`src/rtl/ofs_plat_ccip_traffic_mon_pkg.sv`:
```
// Shared types for the CCI-P traffic monitor: minimal CCI-P channel structs,
// error-bit indices, watchdog states and the cache-line decode helper.
package ofs_plat_ccip_traffic_mon_pkg;

  typedef enum logic [3:0] {
    eREQ_WRLINE_I = 4'h0,
    eREQ_WRLINE_M = 4'h1,
    eREQ_WRPUSH_I = 4'h2,
    eREQ_WRFENCE  = 4'h4,
    eREQ_INTR     = 4'h6
  } t_ccip_c1_req;

  typedef enum logic [3:0] {
    eRSP_RDLINE = 4'h0,
    eRSP_UMSG   = 4'h4
  } t_ccip_c0_rsp;

  typedef enum logic [3:0] {
    eRSP_WRLINE  = 4'h0,
    eRSP_WRFENCE = 4'h4,
    eRSP_INTR    = 4'h6
  } t_ccip_c1_rsp;

  typedef struct packed {
    logic       valid;
    logic [1:0] cl_len;
  } t_if_ccip_c0_Tx;

  typedef struct packed {
    logic         valid;
    logic         sop;
    logic [1:0]   cl_len;
    t_ccip_c1_req req_type;
  } t_if_ccip_c1_Tx;

  typedef struct packed {
    logic mmioRdValid;
  } t_if_ccip_c2_Tx;

  typedef struct packed {
    t_if_ccip_c0_Tx c0;
    t_if_ccip_c1_Tx c1;
    t_if_ccip_c2_Tx c2;
  } t_if_ccip_Tx;

  typedef struct packed {
    logic         rspValid;
    t_ccip_c0_rsp resp_type;
    logic         mmioRdValid;
  } t_if_ccip_c0_Rx;

  typedef struct packed {
    logic         rspValid;
    t_ccip_c1_rsp resp_type;
    logic         format;
    logic [1:0]   cl_num;
  } t_if_ccip_c1_Rx;

  typedef struct packed {
    t_if_ccip_c0_Rx c0;
    t_if_ccip_c1_Rx c1;
  } t_if_ccip_Rx;

  localparam int unsigned ERR_RD_UNDERFLOW   = 0;
  localparam int unsigned ERR_WR_UNDERFLOW   = 1;
  localparam int unsigned ERR_OVERFLOW       = 2;
  localparam int unsigned ERR_MMIO_TIMEOUT   = 3;
  localparam int unsigned ERR_MMIO_UNDERFLOW = 4;

  typedef logic [4:0] t_ccip_mon_err;

  typedef enum logic [1:0] {IDLE, WAIT, EXPIRED} t_mmio_wd_state;

  // cl_len encodes 1/2/4 lines as 0/1/3
  function automatic logic [2:0] ccip_lines(input logic [1:0] cl_len);
    return {1'b0, cl_len} + 3'd1;
  endfunction

endpackage

```
`src/rtl/ofs_plat_ccip_mon_sat_counter.sv`:
```
// Up/down outstanding counter: net update, clamps to 0 on underflow and to
// all-ones above range; flags underflow and values above LIMIT.
module ofs_plat_ccip_mon_sat_counter #(
  parameter int unsigned WIDTH = 10,
  parameter int unsigned LIMIT = 512
) (
  input  logic             clk,
  input  logic             reset_n,
  input  logic [2:0]       inc,
  input  logic [2:0]       dec,
  output logic [WIDTH-1:0] count,
  output logic             underflow,
  output logic             overflow
);

  localparam int unsigned EW = WIDTH + 3;
  localparam logic [EW-1:0] LIMIT_EXT = EW'(LIMIT);
  localparam logic [EW-1:0] MAX_EXT   = {3'b000, {WIDTH{1'b1}}};

  logic [EW-1:0]    up;
  logic [EW-1:0]    dn;
  logic [EW-1:0]    sum;
  logic [WIDTH-1:0] next;

  always_comb begin
    up        = {3'b000, count} + EW'(inc);
    dn        = EW'(dec);
    underflow = dn > up;
    sum       = up - dn;
    overflow  = !underflow && (sum > LIMIT_EXT);
    if (underflow)          next = '0;
    else if (sum > MAX_EXT) next = '1;
    else                    next = sum[WIDTH-1:0];
  end

  always_ff @(posedge clk or negedge reset_n) begin
    if (!reset_n) count <= '0;
    else          count <= next;
  end

endmodule

```
`src/rtl/ofs_plat_host_ccip_traffic_monitor.sv`:
```
// Passive CCI-P monitor: outstanding line/fence/MMIO tracking, MMIO watchdog,
// sticky error vector. OFS_PLAT_CCIP_TRAFFIC_MON_STATS_EN adds line statistics.
module ofs_plat_host_ccip_traffic_monitor
  import ofs_plat_ccip_traffic_mon_pkg::*;
#(
  parameter int unsigned CNT_WIDTH       = 10,
  parameter int unsigned MAX_OUTSTANDING = 512,
  parameter int unsigned MMIO_CNT_WIDTH  = 4,
  parameter int unsigned MMIO_TIMEOUT    = 4096,
  parameter int unsigned STAT_WIDTH      = 48
) (
  input  logic                      clk,
  input  logic                      reset_n,
  input  t_if_ccip_Tx               sTx,
  input  t_if_ccip_Rx               sRx,
  input  logic                      err_clear,
  output logic [CNT_WIDTH-1:0]      rd_outstanding,
  output logic [CNT_WIDTH-1:0]      wr_outstanding,
  output logic [CNT_WIDTH-1:0]      fence_outstanding,
  output logic [MMIO_CNT_WIDTH-1:0] mmio_rd_outstanding,
`ifdef OFS_PLAT_CCIP_TRAFFIC_MON_STATS_EN
  output logic [STAT_WIDTH-1:0]     stat_rd_req_lines,
  output logic [STAT_WIDTH-1:0]     stat_rd_rsp_lines,
  output logic [STAT_WIDTH-1:0]     stat_wr_req_lines,
  output logic [STAT_WIDTH-1:0]     stat_wr_rsp_lines,
`endif
  output logic [4:0]                err_vec,
  output logic                      error
);

  localparam int unsigned TW = $clog2(MMIO_TIMEOUT + 1);
  localparam logic [TW-1:0] TIMEOUT_VAL = TW'(MMIO_TIMEOUT);
  localparam int unsigned MW = MMIO_CNT_WIDTH + 1;

  logic [2:0] rd_inc, rd_dec, wr_inc, wr_dec, fence_inc, fence_dec, mmio_inc, mmio_dec;
  logic       wr_req, wr_rsp;
  logic       rd_unf, rd_ovf, wr_unf, wr_ovf, fence_unf, fence_ovf, mmio_unf, mmio_ovf;

  always_comb begin
    wr_req = sTx.c1.valid && sTx.c1.sop &&
             (sTx.c1.req_type inside {eREQ_WRLINE_I, eREQ_WRLINE_M, eREQ_WRPUSH_I});
    wr_rsp = sRx.c1.rspValid && (sRx.c1.resp_type == eRSP_WRLINE);
    rd_inc = sTx.c0.valid ? ccip_lines(sTx.c0.cl_len) : 3'd0;
    rd_dec = {2'b00, sRx.c0.rspValid && (sRx.c0.resp_type == eRSP_RDLINE)};
    wr_inc = wr_req ? ccip_lines(sTx.c1.cl_len) : 3'd0;
    wr_dec = 3'd0;
    if (wr_rsp) wr_dec = sRx.c1.format ? ccip_lines(sRx.c1.cl_num) : 3'd1;
    fence_inc = {2'b00, sTx.c1.valid && (sTx.c1.req_type == eREQ_WRFENCE)};
    fence_dec = {2'b00, sRx.c1.rspValid && (sRx.c1.resp_type == eRSP_WRFENCE)};
    mmio_inc  = {2'b00, sRx.c0.mmioRdValid};
    mmio_dec  = {2'b00, sTx.c2.mmioRdValid};
  end

  ofs_plat_ccip_mon_sat_counter #(.WIDTH(CNT_WIDTH), .LIMIT(MAX_OUTSTANDING)) rd_cnt (
    .clk(clk), .reset_n(reset_n), .inc(rd_inc), .dec(rd_dec),
    .count(rd_outstanding), .underflow(rd_unf), .overflow(rd_ovf));

  ofs_plat_ccip_mon_sat_counter #(.WIDTH(CNT_WIDTH), .LIMIT(MAX_OUTSTANDING)) wr_cnt (
    .clk(clk), .reset_n(reset_n), .inc(wr_inc), .dec(wr_dec),
    .count(wr_outstanding), .underflow(wr_unf), .overflow(wr_ovf));

  ofs_plat_ccip_mon_sat_counter #(.WIDTH(CNT_WIDTH), .LIMIT(MAX_OUTSTANDING)) fence_cnt (
    .clk(clk), .reset_n(reset_n), .inc(fence_inc), .dec(fence_dec),
    .count(fence_outstanding), .underflow(fence_unf), .overflow(fence_ovf));

  // MMIO overflow means "would wrap", so the limit is the counter's own maximum
  ofs_plat_ccip_mon_sat_counter #(.WIDTH(MMIO_CNT_WIDTH), .LIMIT((1 << MMIO_CNT_WIDTH) - 1)) mmio_cnt (
    .clk(clk), .reset_n(reset_n), .inc(mmio_inc), .dec(mmio_dec),
    .count(mmio_rd_outstanding), .underflow(mmio_unf), .overflow(mmio_ovf));

  t_mmio_wd_state state, state_next;
  logic [TW-1:0]  timer, timer_next;
  logic           timeout;
  logic           mmio_idle_next;

  always_comb begin
    mmio_idle_next = ({1'b0, mmio_rd_outstanding} + MW'(mmio_inc)) <= MW'(mmio_dec);
    state_next     = state;
    timer_next     = timer;
    timeout        = 1'b0;
    case (state)
      IDLE: begin
        timer_next = '0;
        if (!mmio_idle_next) state_next = WAIT;
      end
      WAIT: begin
        if (mmio_idle_next) begin
          state_next = IDLE;
          timer_next = '0;
        end else if (sTx.c2.mmioRdValid) begin
          timer_next = '0;
        end else begin
          timer_next = timer + 1'b1;
          if (timer_next == TIMEOUT_VAL) begin
            timeout    = 1'b1;
            state_next = EXPIRED;
          end
        end
      end
      EXPIRED: begin
        if (mmio_idle_next) begin
          state_next = IDLE;
          timer_next = '0;
        end
      end
      default: begin
        state_next = IDLE;
        timer_next = '0;
      end
    endcase
  end

  t_ccip_mon_err new_err;

  always_comb begin
    new_err                     = '0;
    new_err[ERR_RD_UNDERFLOW]   = rd_unf;
    new_err[ERR_WR_UNDERFLOW]   = wr_unf | fence_unf;
    new_err[ERR_OVERFLOW]       = rd_ovf | wr_ovf | fence_ovf | mmio_ovf;
    new_err[ERR_MMIO_TIMEOUT]   = timeout;
    new_err[ERR_MMIO_UNDERFLOW] = mmio_unf;
  end

  always_ff @(posedge clk or negedge reset_n) begin
    if (!reset_n) begin
      state   <= IDLE;
      timer   <= '0;
      err_vec <= '0;
      error   <= 1'b0;
    end else begin
      state   <= state_next;
      timer   <= timer_next;
      err_vec <= (err_clear ? '0 : err_vec) | new_err;
      error   <= |err_vec;
    end
  end

`ifdef OFS_PLAT_CCIP_TRAFFIC_MON_STATS_EN
  always_ff @(posedge clk or negedge reset_n) begin
    if (!reset_n) begin
      stat_rd_req_lines <= '0;
      stat_rd_rsp_lines <= '0;
      stat_wr_req_lines <= '0;
      stat_wr_rsp_lines <= '0;
    end else begin
      stat_rd_req_lines <= stat_rd_req_lines + STAT_WIDTH'(rd_inc);
      stat_rd_rsp_lines <= stat_rd_rsp_lines + STAT_WIDTH'(rd_dec);
      stat_wr_req_lines <= stat_wr_req_lines + STAT_WIDTH'(wr_inc);
      stat_wr_rsp_lines <= stat_wr_rsp_lines + STAT_WIDTH'(wr_dec);
    end
  end
`endif

endmodule
```
`config.mk`:
```
export PLATFORM = sky130hd
export DESIGN_NAME = ofs_plat_host_ccip_traffic_monitor
export DESIGN_NICKNAME = d
export VERILOG_FILES = /design/src/rtl/ofs_plat_ccip_traffic_mon_pkg.sv /design/src/rtl/ofs_plat_ccip_mon_sat_counter.sv /design/src/rtl/ofs_plat_host_ccip_traffic_monitor.sv
export SDC_FILE = /design/constraint.sdc
export NUM_CORES = 1
export LEC_CHECK = 0
export CORE_UTILIZATION = 55
export DETAILED_ROUTE_END_ITERATION = 8
export PLACE_DENSITY = 0.84
export RECOVER_POWER = 25
export SETUP_SLACK_MARGIN = 0.15
export SKIP_CTS_REPAIR_TIMING = 1
export SYNTH_ARGS = -nofsm -noshare
export SYNTH_HDL_FRONTEND = slang
export SYNTH_HIERARCHICAL = 1
export SYNTH_SLANG_ARGS = --single-unit
```
`constraint.sdc`:
```
create_clock -name clk -period 4.9 [get_ports clk]
set_input_delay 0.49 -clock clk [delete_from_list [all_inputs] [get_ports clk]]
set_output_delay 0.49 -clock clk [all_outputs]
set_load 0.02 [all_outputs]
```
After elaboration in Yosys (flattened, before gate mapping)
Index checks and enable logic that the tools add are counted.

Register bits after elaboration: 55. Bits in latches: 0. Bits in writable memories: 0. ROM bits: 0. Bits of input ports: 29. Output and inout bits: 40. Word-level logic and storage cells: 97. Memories: 0.

Add/subtract/negate cells: 13. Multipliers: 0. Divide/modulo/power cells: 0. Order comparisons: 12. Equal/unequal tests: 11. Shift operators: 0. Multiplexer cells: 27. Bitwise gates (word level): 5. Reduce and logical (&&, ||, !) cells: 21.

Operator list (count): greater-than comparator 13 x 10 -> 1 bit (second input constant) (6); 2-to-1 mux 10 bit (6); 2-to-1 mux 13 bit (3); greater-than comparator 1 x 13 -> 1 bit (2); one-hot mux 13 bit (2 select lines) (1); subtractor 13 x 1 -> 13 bit (2); adder 10 x 3 -> 11 bit (2); adder 13 x 1 -> 13 bit (second input constant) (1); equality test 13 bit (second input constant) (1); greater-than comparator 3 x 13 -> 1 bit (1); subtractor 13 x 3 -> 13 bit (1); zero test 4 bit (3); 2-to-1 mux 3 bit (4); adder 10 x 1 -> 11 bit (1); adder 4 x 1 -> 5 bit (2); logical AND 1 bit (10); 2-to-1 mux 2 bit (5); adder 2 x 1 -> 3 bit (second input constant) (3); equality test 4 x 3 -> 1 bit (second input constant) (2); 2-to-1 mux 4 bit (2); greater-than comparator 1 x 7 -> 1 bit (1); greater-than comparator 7 x 4 -> 1 bit (second input constant) (1); subtractor 7 x 1 -> 7 bit (1); != test 3 bit (second input constant) (2); other kinds (16) (26).

Longest topological paths before layout
Gate-level depths: netlist (run 1).

Word-level depth: 12. Gate-level depth with buffers: 17. Depth with buffers taken out: 17.

Modules after synthesis
Netlist (run 1), hierarchy kept.

Modules (own cells, without submodules): ofs_plat_host_ccip_traffic_monitor (times used 1, cells each 165, area an instance 1446.4 um2, seq. area each 525.5 um2); ofs_plat_ccip_mon_sat_counter (wr_cnt) (times used 1, cells each 168, area an instance 1340.0 um2, seq. area each 250.2 um2); ofs_plat_ccip_mon_sat_counter (rd_cnt) (times used 1, cells each 153, area an instance 1234.9 um2, seq. area each 250.2 um2); ofs_plat_ccip_mon_sat_counter (fence_cnt) (times used 1, cells each 144, area an instance 1179.9 um2, seq. area each 250.2 um2); ofs_plat_ccip_mon_sat_counter (mmio_cnt) (times used 1, cells each 51, area an instance 451.7 um2, seq. area each 100.1 um2).

Least setup slack after synthesis (run 1)
OpenSTA, ideal clock, no wires.

Path type: input to register. Start point: input port sTx[3] (netlist bit). End point: register err_vec[2]. Setup time: 0.135 ns. Arrival: 4.027 ns. Data required time: 4.765 ns. Path slack: 0.739 ns. Stages: 17. Path buffers: 0. Cells stage by stage: nor4bb_1 -> nand2_1 -> nor2_1 -> ha_1 -> inv_1 -> fa_1 -> xnor2_1 -> ha_1 -> nor2b_1 -> or2_2 -> a2111oi_0 -> o21a_1 -> o22ai_1 -> nor4b_1 -> a22oi_1 -> nor4_1 -> o21ai_0.

Longest elaborated chain between the ends: 12. Elaborated cells on any way between the ends: 24. Classes of those cells: 4 x add/sub; 4 x order compare; 3 x eq/ne; 1 x mux; 4 x bitwise; 8 x reduce/logical.

RTL lines: start: declaration (RTL line ofs_plat_host_ccip_traffic_monitor.sv:14) `input t_if_ccip_Tx sTx,`; equality test 4 x 1 -> 1 bit (tied with other cells) (RTL line ofs_plat_host_ccip_traffic_monitor.sv:41) `(sTx.c1.req_type inside {eREQ_WRLINE_I, eREQ_WRLINE_M, eREQ_WRPUSH_I});`; nonzero test 3 bit * (RTL line ofs_plat_host_ccip_traffic_monitor.sv:41); logical AND 1 bit * (RTL line ofs_plat_host_ccip_traffic_monitor.sv:40) `wr_req = sTx.c1.valid && sTx.c1.sop &&`; 2-to-1 mux 3 bit * (RTL line ofs_plat_host_ccip_traffic_monitor.sv:45) `wr_inc = wr_req ? ccip_lines(sTx.c1.cl_len) : 3'd0;`; net wr_inc[0] (RTL line ofs_plat_host_ccip_traffic_monitor.sv:35) `logic [2:0] rd_inc, rd_dec, wr_inc, wr_dec, fence_inc, fence_dec, mmio_inc, mmio_dec;`; adder 10 x 3 -> 11 bit * (RTL line ofs_plat_ccip_mon_sat_counter.sv:26) `up = {3'b000, count} + EW'(inc);`; subtractor 13 x 3 -> 13 bit or greater-than comparator 3 x 13 -> 1 bit (tied branches) (RTL line ofs_plat_ccip_mon_sat_counter.sv:29, ofs_plat_ccip_mon_sat_counter.sv:28); greater-than comparator 13 x 10 -> 1 bit or zero test 1 bit (tied branches) (RTL line ofs_plat_ccip_mon_sat_counter.sv:30) `overflow = !underflow && (sum > LIMIT_EXT);`; logical AND 1 bit * (RTL line ofs_plat_ccip_mon_sat_counter.sv:30); net wr_ovf (RTL line ofs_plat_host_ccip_traffic_monitor.sv:37) `logic rd_unf, rd_ovf, wr_unf, wr_ovf, fence_unf, fence_ovf, mmio_unf, mmio_ovf;`; bitwise OR 1 bit * (3 in series) (RTL line ofs_plat_host_ccip_traffic_monitor.sv:119) `new_err[ERR_OVERFLOW] = rd_ovf | wr_ovf | fence_ovf | mmio_ovf;`; bitwise OR 5 bit * (RTL line ofs_plat_host_ccip_traffic_monitor.sv:133) `err_vec <= (err_clear ? '0 : err_vec) | new_err;`; end signal: assignment (RTL line ofs_plat_host_ccip_traffic_monitor.sv:133); end: declaration (RTL line ofs_plat_host_ccip_traffic_monitor.sv:27) `output logic [4:0] err_vec,`.

The timed path passes the listed nets; every way through them passes the cells marked *. A chain may end at the register's enable or synchronous reset.

Final worst setup path (run 1)
Start point: input port sTx[9] (netlist bit). End point: register err_vec[2].

Longest elaborated chain between the ends: 10. Elaborated cells on any way between the ends: 12. Classes of those cells: 3 x add/sub; 2 x order compare; 1 x mux; 4 x bitwise; 2 x reduce/logical.

RTL lines: adder 2 x 1 -> 3 bit * (RTL line ofs_plat_ccip_traffic_mon_pkg.sv:76) `return {1'b0, cl_len} + 3'd1;`; 2-to-1 mux 3 bit * (RTL line ofs_plat_host_ccip_traffic_monitor.sv:43) `rd_inc = sTx.c0.valid ? ccip_lines(sTx.c0.cl_len) : 3'd0;`; net rd_inc[1] (RTL line ofs_plat_host_ccip_traffic_monitor.sv:35); adder 10 x 3 -> 11 bit * (RTL line ofs_plat_ccip_mon_sat_counter.sv:26); subtractor 13 x 1 -> 13 bit or greater-than comparator 1 x 13 -> 1 bit (tied branches) (RTL line ofs_plat_ccip_mon_sat_counter.sv:29, ofs_plat_ccip_mon_sat_counter.sv:28); greater-than comparator 13 x 10 -> 1 bit or zero test 1 bit (tied branches) (RTL line ofs_plat_ccip_mon_sat_counter.sv:30); logical AND 1 bit * (RTL line ofs_plat_ccip_mon_sat_counter.sv:30); net rd_ovf (RTL line ofs_plat_host_ccip_traffic_monitor.sv:37); bitwise OR 1 bit * (3 in series) (RTL line ofs_plat_host_ccip_traffic_monitor.sv:119); bitwise OR 5 bit * (RTL line ofs_plat_host_ccip_traffic_monitor.sv:133).

Marks and branches as above.

==> flow_summary.json, run 1 <==
{
  "crit_path_start_kind": "input port",
  "r2r_end": "err_vec[2]",
  "synth-edff-count": 0,
  "portBuffers": 68,
  "grt_pass1_wl_um": 23100,
  "die_w_um": 103,
  "syn_area_um2": 5650,
  "finalHoldViolations": 0,
  "dr.first_iter.drc_count": 476,
  "async_reset_ff_share_pct": 100,
  "syn-mean-instance-area_um2": 8.30,
  "synth_cells": 681,
  "root_buffer": "clkbuf_8",
  "routabilityCongestion": 0.966,
  "multi_input_area_um2": 3970,
  "routedWlPerCell_um": 16.3,
  "final.setup.worst_slack_ns": 0.460,
  "die-area_um2": 10700,
  "overflow": 0,
  "clkLatencyLatePin_ns": 0.32,
  "syn_to_final_growth_pct": 16.3,
  "seqPwrFrac_pct": 24.1,
  "synth_seq_area_share_pct": 24.3,
  "rr_worst_depth": 14,
  "swShare_pct": 50.3,
  "required_ns": 5.08,
  "tightestPinTransition_ns": 2.98,
  "grt_max_degree": 56,
  "ant_nets": 0,
  "fill_cells": 834,
  "finalClockSkew_ns": 0.0130,
  "clockBufferDepth": 2,
  "slew_headroom_pct": -98.4,
  "firstDrtPassIters": 5,
  "min_period_over_period_pct": 90.6,
  "fin_cells": 879,
  "numPlacedInstances": 870,
  "status": "complete, but fails checks",
  "min_period_ns": 4.44,
  "drcViolationCount": 0,
  "leakage_nw": 2.64,
  "violations": "capacitance limit, slew limit",
  "startpoint": "sTx[9]",
  "drv_slew": 56,
  "endpoint": "err_vec[2]",
  "place_ws_ns": -0.0279,
  "nets": 815,
  "register_area_um2": 1380,
  "numCtsBuffers": 5,
  "drt-total-wl_um": 14300,
  "end_kind": "flip-flop",
  "rrSetupSlack_ns": 0.96,
  "die_h_um": 103,
  "pin_count": 69,
  "dp_hpwl_um": 10900,
  "synth_top_cell_area_share_pct": 24.3,
  "max_freq_mhz": 225,
  "synth_flop_cell": "dfrtp_1",
  "antenna_found_initial": 0,
  "gr-usage-all-layers_pct": 27.1,
  "vdd_ir_drop_max_mv": 0.450,
  "rsz0062_at_grt": "false",
  "power.combinational.fraction_pct": 67.8,
  "setup_viol": 0,
  "crit_arrival_ns": 4.62,
  "synth.distinct_cells": 94,
  "power.internal_w": 0.00194,
  "cts_sinks": 55,
  "num_rows": 36,
  "min_path_type": "reg2reg",
  "routed_via_density": 6.23,
  "ys_top_cells_by_area": "dfrtp_1 (24%), ha_1 (7.3%), a21oi_1 (5.8%)",
  "core_area_um2": 9860,
  "drive_above_1_share_pct": 7.91,
  "worstSetupPathType": "in2reg",
  "drv_cap": 1,
  "ys_warn_count": 6,
  "p_sw_w": 0.00196,
  "yosys.area.top_type": "dfrtp_1",
  "p_clk_share_pct": 8.1,
  "worstPathMaxFanout": 5,
  "via_count": 5473,
  "initial_core_util_pct": 57.3,
  "synth_seq_cells": 55,
  "regToRegStartpoint": "rd_cnt/count[0]",
  "worstHoldStart": "err_vec[3]",
  "cts_tree": "yes",
  "grt_pass1_vias": 5195,
  "fin_util_pct": 66.7,
  "pwr_density_cell_nw_per_um2": 594,
  "htreeDepth": 2,
  "cts.clk_slew.worst_paths_ns": 0.11,
  "diodes": 0
}
[critical path, stage by stage]
cell and delay [ns]:
clkdlybuf4s50_1 0.43, ha_1 0.28, and2_1 0.14, inv_1 0.06
fa_1 0.51, xnor2_1 0.19, ha_1 0.29, a21oi_1 0.21
and2_0 0.30, mux2_2 0.37, a32oi_1 0.22, xor2_1 0.20
nor4b_1 0.35, a41oi_2 0.19, nor4_1 0.26, o21ai_0 0.12
[registers in the layout, summed over array words and instances, names as in the netlist]
signal,flops
state,2
err_vec,5
error,1
rd_cnt/count,10
mmio_cnt/count,4
fence_cnt/count,10
timer,13
wr_cnt/count,10
[worst min-delay path by stage]
| stage | cells after the start | end | slack, ns |
|---|---|---|---|
| global route | 2 | timer[12] | 0.56 |
| detailed placement | 2 | timer[12] | 0.50 |
| finish | 2 | error | 0.51 |
| floorplan | 0 | err_vec[0] | 0.19 |
| CTS | 2 | timer[8] | 0.32 |
| global placement | 2 | timer[12] | 0.49 |
[power groups by stage]
stage / logic (W) / registers (W) / clock network, W
detailed placement: 0.00257 / 0.000940 / 0
CTS: 0.00259 / 0.000932 / 0.000325
global route: 0.00290 / 0.000971 / 0.000339
finish: 0.00265 / 0.000939 / 0.000317
global placement: 0.00247 / 0.000926 / 0
floorplan: 0.00184 / 0.000937 / 0
[through the flow]
stage               TNS [ns]  power, W  hold slack, ns  area (um2)
floorplan                  0   0.00278           0.194        5710
global placement           0   0.00339           0.493        6420
detailed placement   -0.0279   0.00351           0.502        6420
CTS                        0   0.00385           0.323        6540
global route               0   0.00421           0.561        6580
finish                     0   0.00390           0.513        6580
[Yosys cell counts, types with 3 or more instances]
cell       number
nor4b_1         3
inv_1          61
nor4_1          6
and4_1          5
or2_2           4
a2111o_1        3
a211oi_2        4
and3_1         11
nand3_1        34
o31ai_1         4
o211ai_2        4
or3_1           9
nand2_1        32
o21ai_1         7
a31oi_1         8
nor2_1         32
buf_2          14
o21ai_0        30
or2_1           4
xnor2_1        31
buf_4           5
nor3_1         14
nand3b_1        4
mux2i_1        11
clkbuf_1        9
a2111oi_0       4
a21oi_1        66
dfrtp_1        55
o22ai_1         4
and2_1         10
nor2b_1        10
nand4_1        10
xor2_1         13
a211oi_1        9
a211o_1         7
a22o_1          4
nand2b_1        7
a21o_1         14
o211ai_1        9
fa_1            8
ha_1           33
or4_1           4
[logic make-up after synthesis]
logic type,count (synthesis),share of synthesized area [%]
adders and majority gates,41,10.1
xor gates and xnor gates,44,6.82
and+or+nand+nor,219,22.0
other,1,0.0663
AOI/OAI and AO/OA,216,27.4
DFF,55,24.3
buffers and inverters,92,6.91
muxes,13,2.35
[layout by cell type (no fill, tap or decap), types with 10 or more instances in the layout]
| cell | Yosys | final |
|---|---|---|
| a21o_1 | 14 | 14 |
| a21oi_1 | 66 | 66 |
| and2_1 | 10 | 10 |
| and3_1 | 11 | 11 |
| clkdlybuf4s50_1 | 0 | 67 |
| conb_1 | 1 | 15 |
| dfrtp_1 | 55 | 55 |
| ha_1 | 33 | 33 |
| inv_1 | 61 | 61 |
| mux2i_1 | 11 | 11 |
| nand2_1 | 32 | 32 |
| nand3_1 | 34 | 34 |
| nand4_1 | 10 | 10 |
| nor2_1 | 32 | 32 |
| nor2b_1 | 10 | 10 |
| nor3_1 | 14 | 14 |
| o21ai_0 | 30 | 30 |
| xnor2_1 | 31 | 31 |
| xor2_1 | 13 | 13 |
[per-layer routing]
metal | GRT usage (%) | routed length [um] | vias to the layer above
li1 | - | - | 2617
met1 | 34.5 | 6030 | 2633
met2 | 47.3 | 7120 | 197
met3 | 4.03 | 954 | 26
met4 | 8.34 | 191 | 0
met5 | 0 | 0 | -
[final cells by class]
class | instances | share of cell area, %
clock buffer | 6 | 1.26
clock inverter | 2 | 0.533
inverter | 62 | 3.54
multi-input combinational | 548 | 60.4
sequential | 55 | 20.9
tap | 133 | 2.53
timing repair buffer | 73 | 10.8
Note: power is estimated with default switching activity, not from simulation.
==> inputs of run 2 (changes only) <==
==> constraint.sdc (replaced) <==
create_clock -name clk -period 5.1 [get_ports clk]
set_input_delay 0.51 -clock clk [delete_from_list [all_inputs] [get_ports clk]]
set_output_delay 0.51 -clock clk [all_outputs]
set_load 0.02 [all_outputs]
==> run 2 against run 1 <==
Against the previous run:
- the run still ends with capacitance limit, slew limit left
- design area fell by 0.57%
- sequential power fell by 3.2%
- sequential cell count did not move
- sequential share of layout area rose by 0.12 points
- first-iteration DRC count fell by 19%
- die area did not move
- critical path depth rose by 2
- clock skew fell by 0.0028 ns
- global-route usage rose by 0.13 points
- power fell by 4.9%
- hold slack improved by 0.027 ns
==> flow_summary.json, run 2 (synthesized netlist as in run 1, its figures left out) <==
{
  "status": "complete, but fails checks",
  "violations": "capacitance limit, slew limit",
  "cts.clk_slew.worst_paths_ns": 0.10,
  "multi_input_area_um2": 3960,
  "portBuffers": 68,
  "drcViolationCount": 0,
  "min_period_ns": 4.61,
  "layout_commonest_cell": "clkdlybuf4s50_1",
  "drive_above_1_share_pct": 7.27,
  "routabilityCongestion": 0.977,
  "dpl_cell_area_um2": 6410,
  "rsz0062_at_grt": "false",
  "core_area_um2": 9860,
  "end_kind": "flip-flop",
  "startpoint": "sTx[3]",
  "routed_via_density": 6.27,
  "min_period_over_period_pct": 90.3,
  "crit_arrival_ns": 4.80,
  "drv_slew": 56,
  "gr-usage-all-layers_pct": 27.2,
  "regToRegStartpoint": "rd_cnt/count[0]",
  "cp_slowest_cell": "o21ai_1",
  "setup_viol": 0,
  "root_buffer": "clkbuf_8",
  "pwr_density_cell_nw_per_um2": 568,
  "htreeDepth": 2,
  "stdcell_area_um2": 6540,
  "register_area_um2": 1380,
  "drt-total-wl_um": 13900,
  "finalClockSkew_ns": 0.0102,
  "clockBufferDepth": 2,
  "dr.first_iter.drc_count": 386,
  "worstSetupPathType": "in2reg",
  "syn_to_final_growth_pct": 15.6,
  "regMostFlops": "timer",
  "num_rows": 36,
  "grt_pass1_wl_um": 23100,
  "overflow": 0,
  "cts_sinks": 55,
  "clkLatencyLatePin_ns": 0.31,
  "rr_worst_depth": 14,
  "fin_util_pct": 66.3,
  "via_count": 5493,
  "leakage_nw": 2.62,
  "worstHoldStart": "err_vec[3]",
  "max_freq_mhz": 217,
  "die_h_um": 103,
  "numPlacedInstances": 868,
  "antenna_found_initial": 0,
  "tightestPinTransition_ns": 2.96,
  "vdd_ir_drop_max_mv": 0.494,
  "fill_cells": 810,
  "layout_common_cells": "clkdlybuf4s50_1 (67), a21oi_1 (66), inv_1 (61)",
  "hold_path_depth": 2,
  "firstDrtPassIters": 5,
  "die_w_um": 103,
  "path_cells": "clkdlybuf4s50_1, nor4bb_4, nand2_1, nor2_1, ha_2, inv_1, fa_1, xnor2_1, ha_1, nand2_1, o21ai_1, mux2i_1, o21ai_0, xnor2_1, nor4b_1, a22oi_1, nor4_1, o21ai_0",
  "die-area_um2": 10700,
  "fin_cells": 876,
  "largest_register_ffs": 13,
  "finalHoldViolations": 0,
  "slew_headroom_pct": -97.5,
  "min_path_type": "reg2reg",
  "required_ns": 5.29,
  "fin_tns_setup_ns": 0,
  "cts_tree": "yes",
  "diodes": 0,
  "initial_core_util_pct": 57.3,
  "slowest_delay_ns": 0.58,
  "crit_path_start_kind": "input port",
  "nets": 812,
  "ant_nets": 0,
  "numCtsBuffers": 5,
  "grt_max_degree": 56,
  "dp_hpwl_um": 10600,
  "drv_cap": 1,
  "worstPathMaxFanout": 9,
  "routedWlPerCell_um": 15.8,
  "pin_count": 69,
  "grt_pass1_vias": 5037
}
[run 2: cell count changes in the layout (fill, tap and decap cells not counted), sizes merged]
cell    delta
clkinv     +1
clkbuf     -1
buf        -3
[run 2: worst paths after layout]
kind | to | slack, ns
worst max-delay path | err_vec[2] | 0.49
max in group asynchronous | fence_cnt/count[2] | 2.18
min in group asynchronous | timer[8] | 1.24
worst max register to register | err_vec[2] | 1.22
worst min-delay path | error | 0.54
worst min register to register | error | 0.54
[run 2: worst max-delay path: cells and delay by family]
family / cells / cell delay, ns
muxes: 1 / 0.28
AOI/OAI and AO/OA: 4 / 0.95
and+or+nand+nor: 6 / 1.16
buffers and inverters: 2 / 0.54
adders and majority gates: 3 / 1.00
xor gates and xnor gates: 2 / 0.35
[run 2: report_power, final]
part / internal [W] / leakage, nW / switching (W)
registers: 0.000598 / 0.674 / 0.000311
logic: 0.00110 / 1.89 / 0.00141
clock network: 0.000147 / 0.0581 / 0.000146
[run 2: layer usage]
metal	vias to the layer above	track usage, %	part of all wire (%)
met5	-	0	0
met2	221	47.4	49
met4	0	6.39	1.2
met3	20	4.37	6.9
li1	2614	-	-
met1	2638	35.3	43
[run 2: cell type report]
type	instances	share of cell area, %
clock buffers	5	1.05
repair buffers	70	10.5
multi-input cells	548	60.6
inverters	62	3.56
well taps	133	2.55
flip-flops and latches	55	21.1
clock inverters	3	0.670
[run 2: per-stage QoR]
step	total power, W	hold WS, ns	worst slack (ns)
6_report	0.00371	0.541	0.493
5_1_grt	0.00403	0.578	0.156
4_1_cts	0.00368	0.333	0.371
3_3_place_gp	0.00326	0.486	0.233
2_1_floorplan	0.00267	0.214	0.919
3_5_place_dp	0.00337	0.520	0.0524
